--- config.mk ---
export PLATFORM = sky130hd
export DESIGN_NAME = pdm_mic_capture
export DESIGN_NICKNAME = d
export VERILOG_FILES = /design/src/rtl/pdm_mic_capture.sv
export SDC_FILE = /design/constraint.sdc
export NUM_CORES = 1
export LEC_CHECK = 0
export BUFFER_PORTS_ARGS = -buffer_cell sky130_fd_sc_hd__buf_2
export CAP_MARGIN = 20
export CORE_AREA = 2 2 61 57
export CTS_CLUSTER_SIZE = 25
export DETAILED_ROUTE_END_ITERATION = 10
export DIE_AREA = 0 0 63 59
export PLACE_DENSITY = 0.73
export REMOVE_ABC_BUFFERS = 1
export SLEW_MARGIN = 0
export SYNTH_ARGS = -nofsm -noshare
export SYNTH_HDL_FRONTEND = slang
export SYNTH_SLANG_ARGS = --single-unit
export TNS_END_PERCENT = 100
--- constraint.sdc ---
create_clock -name clk -period 2.45 [get_ports clk]
set_clock_uncertainty 0.15 [all_clocks]
set_input_delay 0.1225 -clock clk [delete_from_list [all_inputs] [get_ports clk]]
set_output_delay 0.1225 -clock clk [all_outputs]
set_load 0.1 [all_outputs]
--- src/rtl/pdm_mic_capture.sv ---
// PDM microphone capture: samples 1-bit PDM data on bclk rising edges,
// counts ones over DECIM bits and emits one signed PCM word per window
// on a valid/ready interface with a sticky overflow flag.
module pdm_mic_capture #(
  parameter int unsigned DECIM = 64,
  parameter int unsigned OUT_W = 16,
  localparam int unsigned CNT_W = $clog2(DECIM) + 1
) (
  input  logic             clk,
  input  logic             reset,
  input  logic             en,
  input  logic             bclk,
  input  logic             mic_data,
  output logic [OUT_W-1:0] pcm_data,
  output logic             pcm_valid,
  input  logic             pcm_ready,
  output logic             overflow,
  input  logic             clr_ovf
);

  localparam logic [0:0] S_IDLE    = 1'b0;
  localparam logic [0:0] S_CAPTURE = 1'b1;

  localparam logic [CNT_W-1:0] LAST_BIT = CNT_W'(DECIM - 1);
  localparam logic [OUT_W-1:0] MID      = OUT_W'(DECIM / 2);

  logic [0:0]       state;
  logic [0:0]       state_nxt;
  logic [CNT_W-1:0] bit_cnt;
  logic [CNT_W-1:0] bit_cnt_nxt;
  logic [CNT_W-1:0] ones_cnt;
  logic [CNT_W-1:0] ones_nxt;
  logic [CNT_W-1:0] ones_sum_c;
  logic [OUT_W-1:0] sample_c;
  logic             bclk_q;
  logic             mic_s1;
  logic             mic_s;
  logic             rise_c;
  logic             complete_c;

  assign rise_c     = bclk & ~bclk_q;
  assign ones_sum_c = ones_cnt + CNT_W'(mic_s);
  // Zero-extend the ones count, then subtract mid-scale: wraps to a signed result.
  assign sample_c   = OUT_W'(ones_sum_c) - MID;

  // Synchronize the asynchronous mic pin and delay bclk for edge detection.
  always_ff @(posedge clk) begin
    if (reset) begin
      mic_s1 <= 1'b0;
      mic_s  <= 1'b0;
      bclk_q <= 1'b1;
    end else begin
      mic_s1 <= mic_data;
      mic_s  <= mic_s1;
      bclk_q <= bclk;
    end
  end

  // State and counter registers.
  always_ff @(posedge clk) begin
    if (reset) begin
      state    <= S_IDLE;
      bit_cnt  <= '0;
      ones_cnt <= '0;
    end else begin
      state    <= state_nxt;
      bit_cnt  <= bit_cnt_nxt;
      ones_cnt <= ones_nxt;
    end
  end

  // Next-state and counter update; flags the rise that completes a frame.
  always_comb begin
    state_nxt   = state;
    bit_cnt_nxt = bit_cnt;
    ones_nxt    = ones_cnt;
    complete_c  = 1'b0;
    if (!en) begin
      state_nxt   = S_IDLE;
      bit_cnt_nxt = '0;
      ones_nxt    = '0;
    end else begin
      case (state)
        S_IDLE: begin
          bit_cnt_nxt = '0;
          ones_nxt    = '0;
          if (rise_c) begin
            state_nxt   = S_CAPTURE;
            bit_cnt_nxt = CNT_W'(1);
            ones_nxt    = CNT_W'(mic_s);
          end
        end
        S_CAPTURE: begin
          if (rise_c) begin
            if (bit_cnt == LAST_BIT) begin
              complete_c  = 1'b1;
              bit_cnt_nxt = '0;
              ones_nxt    = '0;
            end else begin
              bit_cnt_nxt = bit_cnt + CNT_W'(1);
              ones_nxt    = ones_sum_c;
            end
          end
        end
        default: begin
          state_nxt   = S_IDLE;
          bit_cnt_nxt = '0;
          ones_nxt    = '0;
        end
      endcase
    end
  end

  // Output sample register, valid/ready handshake and sticky overflow.
  always_ff @(posedge clk) begin
    if (reset) begin
      pcm_data  <= '0;
      pcm_valid <= 1'b0;
      overflow  <= 1'b0;
    end else begin
      if (complete_c) begin
        if (!pcm_valid || pcm_ready) begin
          pcm_data  <= sample_c;
          pcm_valid <= 1'b1;
        end
      end else if (pcm_valid && pcm_ready) begin
        pcm_valid <= 1'b0;
      end
      // A new drop takes priority over a clear in the same cycle.
      if (complete_c && pcm_valid && !pcm_ready) begin
        overflow <= 1'b1;
      end else if (clr_ovf) begin
        overflow <= 1'b0;
      end
    end
  end

endmodule

==> impl_metrics.py <==
metrics = {
    "floorplanning": {
        "io-pin-count": 25,
        "dieArea_mm2": 0.003717,
        "die_h_um": 59,
        "die-width_um": 63,
        "coreArea_mm2": 0.003019,
        "core.rowCount": 19,
        "start_util": 0.4372,
    },
    "timing": {
        "post-route-min-period_ps": 2220,
        "fin_crit_sh": 0.9063,
        "tightest_slew_ps": 487.7,
        "max_freq_mhz": 450.4,
        "setup_tns_ps": 0,
        "slew_headroom": 0.6748,
        "whs_ps": 307.8,
        "setup_viol": 0,
        "drv_slew": 0,
        "hold_viol": 0,
        "rsz0062_at_grt": "no",
    },
    "worst_setup_path": {
        "critical_path_peak_fanout": 5,
        "slowest_delay_ps": 540,
        "worst_path_max_delay_cell": "dlygate4sd3_1",
        "path_cells": "ha_1 > nand4b_4 > or3_1 > o22ai_1 > nor2b_1 > dlygate4sd3_1",
        "path_delay_family": "simple AND/OR/NAND/NOR gates",
        "path_buf_inv": 1,
        "worstSetupStartpointType": "flop",
        "crit_path_end_kind": "flop",
        "arrival_ps": 2350,
        "path_class": "reg -> reg",
        "crit_required_ps": 2580,
        "r2r_slack_ps": 230,
    },
    "clock_tree": {
        "path_clk_slew_ps": 150,
        "cts.sinks": 28,
        "clk_latency_ps": 320,
        "cts_tree": "yes",
        "cts_buffers": 3,
        "cts_root_buf": "clkbuf_4",
        "cts_max_level": 1,
        "clock_path_buffers": 2,
        "cts_resized": 0,
    },
    "final_layout": {
        "area_delta_synth_final_pct": 16.11,
        "antennaDiodeCount": 0,
        "final_nets": 182,
        "fillers": 276,
        "stdcell_area_mm2": 0.001533,
        "fin_cells": 212,
        "final_layout_size_suffix_gt1_frac": 0.2235,
    },
    "synth": {
        "synth_warnings": 0,
        "synth-seq-area-share": 0.4246,
        "ys.flop_type": "dfxtp_1",
        "avgSynthCellArea_um2": 9.041,
        "synth_top_area_cell": "dfxtp_1",
        "synthTopCellsByCount": "dfxtp_1 (28), nand3_1 (15), nor2_1 (14)",
        "yosysMostFrequentCell": "dfxtp_1",
        "synthCells": 146,
        "synth.area.top_cells": "dfxtp_1 (42%), nand3_1 (5.7%), buf_4 (4.5%), a21oi_1 (4.2%), nor2_1 (4.0%)",
        "syn-cell-area_mm2": 0.001320,
        "synth-edff-count": 0,
        "async_flop_share": 0,
        "netlist-cell-type-count": 34,
        "synth_top_area_frac": 0.4246,
        "ys_ff_latch": 28,
    },
    "global_route": {
        "grt_pass1_wl_mm": 4.305,
        "grt_max_degree": 16,
        "overflow": 0,
        "grt_use_total": 0.1476,
        "first_global_vias": 1019,
        "antenna_found_initial": 0,
    },
    "power": {
        "leakage_nw": 0.6025,
        "powerDensity_mw_per_mm2": 467.2,
        "max-vdd-ir-drop_mv": 0.3691,
    },
    "placement": {
        "place_congestion": 0.8253,
        "placed_area_mm2": 0.001416,
        "io_buffers": 24,
        "dp_cells": 200,
        "dp_hpwl_mm": 1.834,
    },
    "detailed_routing": {
        "wirelength_mm": 2.584,
        "drtIter0Drc": 38,
        "remaining_drc_errors": 0,
        "drtPass1Iterations": 4,
        "ant_nets": 0,
        "vias_per_cell": 5.123,
        "wl_per_cell_um": 12.19,
        "num_vias": 1086,
    },
    "outcome": {
        "status": "finished, final reports clean",
    },
    "hold_path": {
        "hold_path.class": "reg -> reg",
    },
    "run": {
        "cap_violations": 0,
    },
}
[final cells by class]
cell class | count | area (µm²) | share of cell area
clock buffers | 4 | 36.28 | 0.02367
inverters | 2 | 7.507 | 0.004898
multi-input cells | 102 | 660.6 | 0.4310
flip-flops and latches | 28 | 560.5 | 0.3657
well taps | 42 | 52.55 | 0.03429
repair buffers | 34 | 215.2 | 0.1404
[cell usage in the layout (no fill, tap or decap), types with 4 or more instances in the layout]
| cell type | instances |
|---|---|
| a21oi_1 | 11 |
| buf_2 | 24 |
| dfxtp_1 | 28 |
| dlygate4sd3_1 | 8 |
| ha_1 | 4 |
| mux2i_1 | 5 |
| nand2_1 | 10 |
| nand2b_1 | 6 |
| nand3_1 | 15 |
| nor2_1 | 14 |
| nor2b_1 | 5 |
| o21ai_0 | 4 |
| xnor2_1 | 4 |
[kinds of logic after synthesis]
kind of cell | count (synthesis) | synth area share
xor+xnor | 5 | 0.03317
buf+inv | 16 | 0.07488
flops | 28 | 0.4246
compound gates | 23 | 0.1156
fa+ha+maj | 4 | 0.03792
simple gates | 65 | 0.2758
mux | 5 | 0.03792
[repair_timing]
item | CTS | global route
hold buffers | 8 | 0
endpoints found under the hold margin | 15 | 0
setup endpoints to repair | 0 | 0
setup buffers | 0 | 0
[state kept, by name, summed over array words and instances, names as in the netlist]
name / cells
overflow: 1
mic_s: 1
bclk_q: 1
ones_cnt: 7
bit_cnt: 7
pcm_valid: 1
state: 1
pcm_data: 8
mic_s1: 1
[metrics by stage]
stage	setup slack, ps	power [mW]	util
floorplan	-4375	0.4807	-
finish	229.6	0.7161	0.5077
CTS	237.8	0.7248	0.5077
global route	48.91	0.7484	0.5077
detailed placement	599.2	0.4941	0.4691
global placement	616.4	0.4930	0.4691
[final timing paths]
path / start / depth (start not counted) / end
min: mic_s1 / 1 / mic_s
min reg2reg: mic_s1 / 1 / mic_s
max reg2reg: bit_cnt[0] / 6 / overflow
max: bit_cnt[0] / 6 / overflow
[worst reg2reg max path: stages (launching register included)]
cell and delay, ps:
dfxtp_1 430, ha_1 240, nand4b_4 150, or3_1 400, o22ai_1 110, nor2b_1 140, dlygate4sd3_1 540
[layer usage]
metal	wire (µm)	share of wire	up-vias	global-route usage
met5	0	0	-	0
met4	23	0.0089	0	0.04762
met3	158	0.061	2	0.03992
met2	1210	0.47	39	0.2660
met1	1192	0.46	495	0.1727
li1	-	-	550	-
[power by group]
part	internal, mW	switching (mW)
sequential	0.459	0.00221
clock	0.0909	0.132
combinational	0.0164	0.0155
Power figures use the tool's default switching activity.
